<file path="src/rtl/ahblite_seg_scan_pkg.sv">
// Shared register map, CTRL field positions and the hex-to-segment decode
// used by the 7-segment scanner.
package seg_pkg;

  localparam logic [1:0] REG_DATA   = 2'd0;
  localparam logic [1:0] REG_CTRL   = 2'd1;
  localparam logic [1:0] REG_STATUS = 2'd2;

  localparam int CTRL_EN_LSB  = 0;
  localparam int CTRL_DP_LSB  = 8;
  localparam int CTRL_SCAN_EN = 31;

  // Active-high {g,f,e,d,c,b,a}
  function automatic logic [6:0] hex_to_seg(input logic [3:0] nib);
    case (nib)
      4'h0: hex_to_seg = 7'h3F;
      4'h1: hex_to_seg = 7'h06;
      4'h2: hex_to_seg = 7'h5B;
      4'h3: hex_to_seg = 7'h4F;
      4'h4: hex_to_seg = 7'h66;
      4'h5: hex_to_seg = 7'h6D;
      4'h6: hex_to_seg = 7'h7D;
      4'h7: hex_to_seg = 7'h07;
      4'h8: hex_to_seg = 7'h7F;
      4'h9: hex_to_seg = 7'h6F;
      4'hA: hex_to_seg = 7'h77;
      4'hB: hex_to_seg = 7'h7C;
      4'hC: hex_to_seg = 7'h39;
      4'hD: hex_to_seg = 7'h5E;
      4'hE: hex_to_seg = 7'h79;
      default: hex_to_seg = 7'h71;
    endcase
  endfunction

endpackage

</file>
<file path="src/rtl/ahblite_seg_scan_timer.sv">
// Slot counter and digit index for the display scan; blank flag marks the
// leading part of every slot where no anode may be driven.
module seg_scan_timer #(
  parameter int NUM_DIGITS = 4,
  parameter int SCAN_DIV   = 28672,
  parameter int BLANK_CYC  = 64
)(
  input  logic       HCLK,
  input  logic       HRESETn,
  input  logic       run,
  input  logic       clr,
  output logic [2:0] idx,
  output logic       blank
);

  localparam int CW = $clog2(SCAN_DIV);

  logic [CW-1:0] cnt;

  // clr comes from the next-cycle SCAN_EN so a disabling write beats a wrap
  always_ff @(posedge HCLK or negedge HRESETn) begin
    if (!HRESETn) begin
      cnt <= '0;
      idx <= '0;
    end else if (clr) begin
      cnt <= '0;
      idx <= '0;
    end else if (run) begin
      if (cnt == CW'(SCAN_DIV - 1)) begin
        cnt <= '0;
        idx <= (idx == 3'(NUM_DIGITS - 1)) ? 3'd0 : idx + 3'd1;
      end else begin
        cnt <= cnt + 1'b1;
      end
    end
  end

  assign blank = (cnt < CW'(BLANK_CYC));

endmodule

</file>
<file path="src/rtl/ahblite_seg_scan.sv">
// AHB-Lite slave holding digit data / enable / dp masks and driving a
// time-multiplexed 7-segment bank through registered an/seg_led outputs.
module ahblite_seg_scan import seg_pkg::*; #(
  parameter int NUM_DIGITS      = 4,
  parameter int SCAN_DIV        = 28672,
  parameter int BLANK_CYC       = 64,
  parameter int AN_ACTIVE_LOW   = 1,
  parameter int SEG_ACTIVE_HIGH = 1
)(
  input  logic                  HCLK,
  input  logic                  HRESETn,
  input  logic                  HSEL,
  input  logic [31:0]           HADDR,
  input  logic [1:0]            HTRANS,
  input  logic [2:0]            HSIZE,
  input  logic [3:0]            HPROT,
  input  logic                  HWRITE,
  input  logic [31:0]           HWDATA,
  input  logic                  HREADY,
  output logic                  HREADYOUT,
  output logic                  HRESP,
  output logic [31:0]           HRDATA,
  output logic [7:0]            seg_led,
  output logic [NUM_DIGITS-1:0] an
);

  localparam logic [31:0] DATA_MASK = 32'hFFFF_FFFF >> (32 - 4*NUM_DIGITS);
  localparam logic [31:0] EN_MASK   = 32'h0000_00FF >> (8 - NUM_DIGITS);
  localparam logic [31:0] CTRL_MASK = EN_MASK | (EN_MASK << CTRL_DP_LSB) | (32'd1 << CTRL_SCAN_EN);
  localparam logic [31:0] CTRL_RST  = EN_MASK | (32'd1 << CTRL_SCAN_EN);
  localparam logic [NUM_DIGITS-1:0] AN_OFF = (AN_ACTIVE_LOW != 0) ? '1 : '0;
  localparam logic [7:0] SEG_OFF = (SEG_ACTIVE_HIGH != 0) ? 8'h00 : 8'hFF;

  logic        ph_vld, ph_wr;
  logic [1:0]  ph_reg, ph_lo, ph_size;
  logic [3:0]  strb;
  logic [31:0] bmask, data_q, data_d, ctrl_q, ctrl_d;
  logic        wr_en, blank, lit;
  logic [2:0]  idx;
  logic [7:0]  en_bits, dp_bits, seg_act;
  logic [3:0]  nib;
  logic [NUM_DIGITS-1:0] an_act;
  logic        unused_ok;

  assign unused_ok = ^{HADDR[31:4], HSIZE[2], HPROT, HTRANS[0]};
  assign HREADYOUT = 1'b1;
  assign HRESP     = 1'b0;

  // Address phase capture; zero wait states, so HREADY gates every phase
  always_ff @(posedge HCLK or negedge HRESETn) begin
    if (!HRESETn) begin
      ph_vld  <= 1'b0;
      ph_wr   <= 1'b0;
      ph_reg  <= '0;
      ph_lo   <= '0;
      ph_size <= '0;
    end else if (HREADY) begin
      ph_vld  <= HSEL & HTRANS[1];
      ph_wr   <= HWRITE;
      ph_reg  <= HADDR[3:2];
      ph_lo   <= HADDR[1:0];
      ph_size <= HSIZE[1:0];
    end
  end

  always_comb begin
    strb = '0;
    case (ph_size)
      2'd0:    strb[ph_lo] = 1'b1;
      2'd1:    strb = ph_lo[1] ? 4'b1100 : 4'b0011;
      default: strb = 4'b1111;
    endcase
  end

  assign bmask = {{8{strb[3]}}, {8{strb[2]}}, {8{strb[1]}}, {8{strb[0]}}};
  assign wr_en = ph_vld & ph_wr;

  always_comb begin
    data_d = data_q;
    ctrl_d = ctrl_q;
    if (wr_en && ph_reg == REG_DATA)
      data_d = ((data_q & ~bmask) | (HWDATA & bmask)) & DATA_MASK;
    if (wr_en && ph_reg == REG_CTRL)
      ctrl_d = ((ctrl_q & ~bmask) | (HWDATA & bmask)) & CTRL_MASK;
  end

  always_ff @(posedge HCLK or negedge HRESETn) begin
    if (!HRESETn) begin
      data_q <= '0;
      ctrl_q <= CTRL_RST;
    end else begin
      data_q <= data_d;
      ctrl_q <= ctrl_d;
    end
  end

  seg_scan_timer #(
    .NUM_DIGITS (NUM_DIGITS),
    .SCAN_DIV   (SCAN_DIV),
    .BLANK_CYC  (BLANK_CYC)
  ) u_timer (
    .HCLK    (HCLK),
    .HRESETn (HRESETn),
    .run     (ctrl_q[CTRL_SCAN_EN]),
    .clr     (~ctrl_d[CTRL_SCAN_EN]),
    .idx     (idx),
    .blank   (blank)
  );

  always_comb begin
    HRDATA = '0;
    if (ph_vld && !ph_wr) begin
      case (ph_reg)
        REG_DATA:   HRDATA = data_q;
        REG_CTRL:   HRDATA = ctrl_q;
        REG_STATUS: HRDATA = {23'd0, blank, 5'd0, idx};
        default:    HRDATA = '0;
      endcase
    end
  end

  // Disabled digits keep their slot but stay dark
  assign en_bits = ctrl_q[CTRL_EN_LSB +: 8];
  assign dp_bits = ctrl_q[CTRL_DP_LSB +: 8];
  assign nib     = data_q[{idx, 2'b00} +: 4];
  assign lit     = ctrl_q[CTRL_SCAN_EN] & ~blank & en_bits[idx];
  assign seg_act = lit ? {dp_bits[idx], hex_to_seg(nib)} : 8'h00;

  always_comb begin
    an_act = '0;
    for (int i = 0; i < NUM_DIGITS; i++)
      an_act[i] = lit && (idx == 3'(i));
  end

  always_ff @(posedge HCLK or negedge HRESETn) begin
    if (!HRESETn) begin
      an      <= AN_OFF;
      seg_led <= SEG_OFF;
    end else begin
      an      <= (AN_ACTIVE_LOW != 0) ? ~an_act : an_act;
      seg_led <= (SEG_ACTIVE_HIGH != 0) ? seg_act : ~seg_act;
    end
  end

endmodule

</file>
<file path="config.mk">
export PLATFORM = sky130hd
export DESIGN_NAME = ahblite_seg_scan
export DESIGN_NICKNAME = d
export VERILOG_FILES = /design/src/rtl/ahblite_seg_scan_pkg.sv /design/src/rtl/ahblite_seg_scan_timer.sv /design/src/rtl/ahblite_seg_scan.sv
export SDC_FILE = /design/constraint.sdc
export NUM_CORES = 1
export LEC_CHECK = 0
export BUFFER_PORTS_ARGS = -buffer_cell sky130_fd_sc_hd__buf_2
export CAP_MARGIN = 20
export CORE_MARGIN = 4
export CORE_UTILIZATION = 46
export DETAILED_ROUTE_END_ITERATION = 8
export GPL_TIMING_DRIVEN = 0
export PLACE_DENSITY = 0.77
export SETUP_SLACK_MARGIN = 0.02
export SYNTH_ARGS = -nofsm -noshare
export SYNTH_HDL_FRONTEND = slang
export SYNTH_SLANG_ARGS = --single-unit
</file>
<file path="constraint.sdc">
create_clock -name HCLK -period 2 [get_ports HCLK]
set_input_delay 0.6 -clock HCLK [delete_from_list [all_inputs] [get_ports HCLK]]
set_output_delay 0.6 -clock HCLK [all_outputs]
set_load 0.02 [all_outputs]
</file>
# [Word-level counts from Yosys, hierarchy flattened]
# Memory sizes are Yosys's and may differ from the RTL's.
# Index checks and enable logic that the tools add are counted.
[op_classes] n_mux=19 n_addsub=2 n_eq_ne=9 bitwise=12 n_shift=1 n_lt_le_gt_ge=4 n_reduce_logical=13
[ops] cell="$pmux W32 S3" n=1
[ops] cell="$and A32 B32 Y32" n=2
[ops] cell="$mux W32" n=2
[ops] cell="$mux W15" n=3
[ops] cell="$not A32 Y32" n=1
[ops] cell="$or A32 B32 Y32" n=1
[ops] cell="$shiftx A32 B6 Y4" n=1
[ops] cell="$and A16 B16 Y16" n=1
[ops] cell="$or A16 B16 Y16" n=1
[ops] cell="$add A15 B1 Y15 const B" n=1
[ops] cell="$eq A15 B15 Y1 const B" n=1
[ops] cell="$lt A15 B7 Y1 const B" n=1
[ops] cell="$mux W3" n=4
[ops] cell="$logic_and A1 B1 Y1" n=8
[ops] cell="$mux W8" n=1
[ops] cell="$pmux W4 S2" n=1
[ops] cell="$bmux W1 S3" n=2
[ops] cell="$eq A3 B2 Y1 const B" n=2
[ops] cell="$and A1 B1 Y1" n=4
[ops] cell="$eq A2 B1 Y1 const B" n=2
[ops] cell="$logic_not A2 Y1" n=2
[ops] cell="$lt A3 B4 Y1 const B" n=1
[ops] cell="$mux W4" n=1
[ops] cell="$not A4 Y4" n=1
[ops] cell="13 further kinds" n=15
[totals] in_bits=78 word_cells=73 romBits=112 reg_bits=63 n_memories=1
[mem_list] name="(name not given)" words=16 width=7 read_ports=1 rd_clocked_by_memory_dff=0 write_ports=0 line="ahblite_seg_scan_pkg.sv:15" text="case (nib)"

# [Logic depth before layout (Yosys ltp)]
[logic_depth] word_depth=11 ltp_mapped=8 ltp_nobuf=7

# [Modules after synthesis]
# A second synthesis with hierarchy kept.
[hier_totals] cells_unflattened=326 hier_area_um2=3544.6
[by_module_without_submodules] mod="ahblite_seg_scan" area_per_inst_um2=2552.4 cells_per_inst=221 instances=1
[by_module_without_submodules] mod="seg_scan_timer" area_per_inst_um2=992.2 cells_per_inst=105 instances=1

# [Worst setup path before layout]
# OpenSTA, ideal clock, no wires.
[synth_timing] path_kind="register to register" startpoint="register u_timer.idx[0]" endpoint="register seg_led[1]" setup_slack_ps=-173 t_arrival_ps=2054 n_path_buf=1 stages_incl_launch_ff=8 t_required_ps=1880 path_cell_list="dfrtp_1 -> buf_6 -> mux4_2 -> nand2_1 -> inv_1 -> ha_1 -> or3_1 -> and3_1"
[synth_via] elab_chain_cells=4 word_cells_on_any_way=6 classes_between="shift (1); mux (3); bitwise (1); memory (1)"
[synth_lines] element="start: declaration" line="ahblite_seg_scan_timer.sv:12" text="output logic [2:0] idx,"
[synth_lines] element="start signal: assignment" line="ahblite_seg_scan_timer.sv:31" text="idx <= (idx == 3'(NUM_DIGITS - 1)) ? 3'd0 : idx + 3'd1;"
[synth_lines] element="branches (longest 3 deep; another with $mem_v2 Z16 W7)"
[synth_lines] element="$mux W8 *" line="ahblite_seg_scan.sv:127" text="assign seg_act = lit ? {dp_bits[idx], hex_to_seg(nib)} : 8'h00;"
[synth_lines] element="named net seg_act[1]" line="ahblite_seg_scan.sv:40" text="logic [7:0] en_bits, dp_bits, seg_act;"
[synth_lines] element="end signal: assignment" line="ahblite_seg_scan.sv:141" text="seg_led <= (SEG_ACTIVE_HIGH != 0) ? seg_act : ~seg_act;"
[synth_lines] element="end: declaration" line="ahblite_seg_scan.sv:23" text="output logic [7:0] seg_led,"
# Mark *: on every way through the listed nets, which the timed path passes. The select of a mux whose other input is x is not followed.
# A chain may end at the register's enable or synchronous reset.

# [Worst setup path after layout]
[layout_timing] startpoint="register u_timer.cnt[10]" endpoint="output port HRDATA[8]"
[layout_via] elab_chain_cells=3
[layout_lines] element="start: declaration" line="ahblite_seg_scan_timer.sv:18" text="logic [CW-1:0] cnt;"
[layout_lines] element="start signal: assignment" line="ahblite_seg_scan_timer.sv:33" text="cnt <= cnt + 1'b1;"
[layout_lines] element="$lt A15 B7 Y1" line="ahblite_seg_scan_timer.sv:38" text="assign blank = (cnt < CW'(BLANK_CYC));"
[layout_lines] element="$pmux W32 S3" line="ahblite_seg_scan.sv:113" text="case (ph_reg)"
[layout_lines] element="$mux W32" line="ahblite_seg_scan.sv:112" text="if (ph_vld && !ph_wr) begin"
[layout_lines] element="end: declaration" line="ahblite_seg_scan.sv:22" text="output logic [31:0] HRDATA,"
# No other way between the ends.

==> flow_summary.toml <==
[clock_tree]
clkLatencyLatePin_ps = 360
cts_made_buffers = 9
clockRootBuffer = "clkbuf_8"
cts_sinks = 63
path_clk_slew_ps = 80
cts_tree = "built"
cts_buffer_depth = 2
cts_htree_levels = 3

[timing]
setup_ws_ps = -341
timing.fmax_mhz = 427
final_max_slew_viol_count = 0
final-setup-viol-count = 19
fin_worst_skew_ps = 17.9
period_minus_slack_ps = 2340
tightestPinTransition_ps = 697
hold_violations = 0
slew_headroom = 0.535
period_share = 1.17
hold-worst-slack_ps = 297
rsz0062_at_grt = "yes"

[floorplan]
die-width_um = 96.5
start_util = 0.484
dieHeight_um = 96.5
fp-row-count = 31
core-area_mm2 = 0.00745
ios = 124
die_area_mm2 = 0.00931

[global_routing]
first_global_vias = 2903
grt_first_pass_wirelength_mm = 14.3
grt.total_usage = 0.203
antenna_found_initial = 0
grt_max_degree = 35
grt_overflow_total = 0

[synthesis]
ys_ff_latch = 63
ys_warn_count = 0
synth_most_common_cell = "dfrtp_1"
synth_cell_types = 58
netlist.area_leader.share = 0.375
synth_area_per_cell_um2 = 10.6
synth_edf_count = 0
netlist_area_mm2 = 0.00360
yosysTopAreaCell = "dfrtp_1"
ys_top_cells_by_count = "54 x dfrtp_1, 32 x mux2_2, 29 x nor2_1"
async_flop_share = 1.00
yosysSeqAreaShare = 0.441
synthTopCellsByArea = "dfrtp_1 38%, mux2_2 10%, dfstp_2 6.6%, ha_1 3.8%, mux4_2 3.8%"
synthCells = 340
ys.flop_type = "dfrtp_1"

[critical_path]
start_kind = "register"
crit_chain = "nor4_2 > nand3_1 > nor2_1 > a21oi_1 > nor2_1 > buf_4"
timing.rr.start = "u_timer.idx[0]$_DFFE_PN0P_"
path_delay_family = "simple AND/OR/NAND/NOR gates"
setup.worst_path.start = "u_timer.cnt[10]$_DFFE_PN0P_"
cp.arrival_ps = 1740
crit_path_frequent_cell = "nor2_1"
reg2reg_slack_ps = -70
crit-reg2reg-capture = "seg_led[1]$_DFF_PN0_"
path_class = "reg2out"
path_buf_inv = 1
worstPathMaxFanout = 2
cp.depth = 6
reg2reg_depth = 6
end_kind = "output port"
worstPathRequired_ps = 1400
worstSetupEndpoint = "HRDATA[8]"
crit_path_top_delay_cell = "dfrtp_2"
cpPeakStageDelay_ps = 420

[pwr]
intPower_w = 0.00299
power.clock.fraction = 0.241
netSwitchingFraction = 0.342
comb_power_share = 0.361
p_per_area_mw_per_mm2 = 921
pwr-share-seq = 0.398
peakVddDrop_mv = 0.577
p_sw_w = 0.00156
p_leak_nw = 2.26

[drt]
drt_iter0_markers = 190
ant_nets = 0
via_count = 3129
drc = 0
firstDrtPassIters = 5
via_per_inst = 5.58
wirelength_mm = 9.59
routedWlPerCell_um = 17.1

[min_path]
min_path_type = "in2async"

[finish]
antenna_cells = 0
fillers = 561
multi_input_area_mm2 = 0.00209
regArea_mm2 = 0.00159
layout-drive-gt1-share = 0.509
instances_no_fill = 561
fin_nets = 546
syn2layout_area_growth_pct = 37.2

[flow_run]
maxCapViolCount = 0

[placed_design]
portBuffers = 56
dp_cells = 511
place_congestion = 0.855
pre_cts_ws_ps = -284
dpl.hpwl_mm = 6.06

[outcome]
status = "finished with violations"
failed_checks = "negative setup slack"
[logic make-up (layout without fill, tap and decap cells)]
family,after synthesis,count (layout),share of synthesized area
and+or+nand+nor,120,120,0.177
DFF,63,63,0.441
AOI/OAI and AO/OA,54,54,0.105
muxes,50,50,0.171
buffers and inverters,39,146,0.0639
adders and majority gates,11,11,0.0382
other,2,17,0.00209
xor gates and xnor gates,1,1,0.00243
[what timing repair did]
action	CTS	global route
setup endpoints to repair	26	36
pin swaps	17	19
gates cloned	0	1
hold buffers	0	0
gates resized for setup	51	60
setup buffers	19	16
[metrics by stage]
stage | power, W | area (µm²) | util | TNS [ps]
2_1_floorplan | 0.00257 | 3660 | - | -60.3
3_3_place_gp | 0.00284 | 4070 | 0.546 | -3230
3_5_place_dp | 0.00290 | 4090 | 0.549 | -3650
4_1_cts | 0.00417 | 4580 | 0.615 | -2410
5_1_grt | 0.00479 | 4940 | 0.664 | -3870
6_report | 0.00455 | 4940 | 0.664 | -2800
[layout make-up]
cell class / count / area share
Multi-Input combinational cell: 253 / 0.424
Sequential cell: 63 / 0.322
Timing Repair Buffer: 93 / 0.138
Buffer: 25 / 0.0423
Clock inverter: 4 / 0.00911
Clock buffer: 12 / 0.0294
Tap cell: 99 / 0.0251
Inverter: 12 / 0.0101
[power groups by stage]
stage,Combinational [W],Sequential (W),Clock (W)
finish,0.00164,0.00181,0.00109
global route,0.00177,0.00185,0.00117
CTS,0.00129,0.00177,0.00111
detailed placement,0.00110,0.00180,0
global placement,0.00106,0.00178,0
floorplan,0.000871,0.00170,0
[worst reg2reg max path: stages (launching register included)]
cell,delay (ps)
dfrtp_1,360
buf_6,130
buf_6,110
mux4_2,610
nand2b_4,210
or3_4,370
and3_4,170
[worst min-delay path by stage]
stage / startpoint / slack (ps) / end / depth (start not counted)
final: HRESETn / 300 / ph_wr$_DFFE_PN0P_ / 1
after global routing: HRESETn / 350 / ph_size[1]$_DFFE_PN0P_ / 1
after CTS: HRESETn / 300 / ph_wr$_DFFE_PN0P_ / 1
after detailed placement: register / 520 / register / 1
after global placement: register / 510 / register / 1
after floorplan: HRESETn / 300 / async pin / 0
[cell usage in the layout, fill, tap and decap left out, drive strengths merged, types with 4 or more instances in the layout]
cell type,netlist,final
a21oi,8,8
dfrtp,54,54
nor3,9,9
conb,2,17
and3,6,6
mux4,6,6
nor2,29,29
buf,24,116
dfstp,9,9
clkbuf,3,14
nand3,7,7
and2,11,11
o211ai,4,4
o21ai,14,14
nand2,28,28
mux2,32,32
or3,5,5
ha,11,11
nand4,7,7
o21a,6,6
mux2i,12,12
inv,12,12
[layer usage]
metal | vias up | wire [µm] | track usage
met4 | 0 | 165 | 0.0736
met5 | - | 0 | 0
met3 | 17 | 745 | 0.0465
met1 | 1526 | 3830 | 0.267
met2 | 159 | 4850 | 0.329
li1 | 1427 | - | -
No activity file was read; power rests on OpenSTA's default activity.
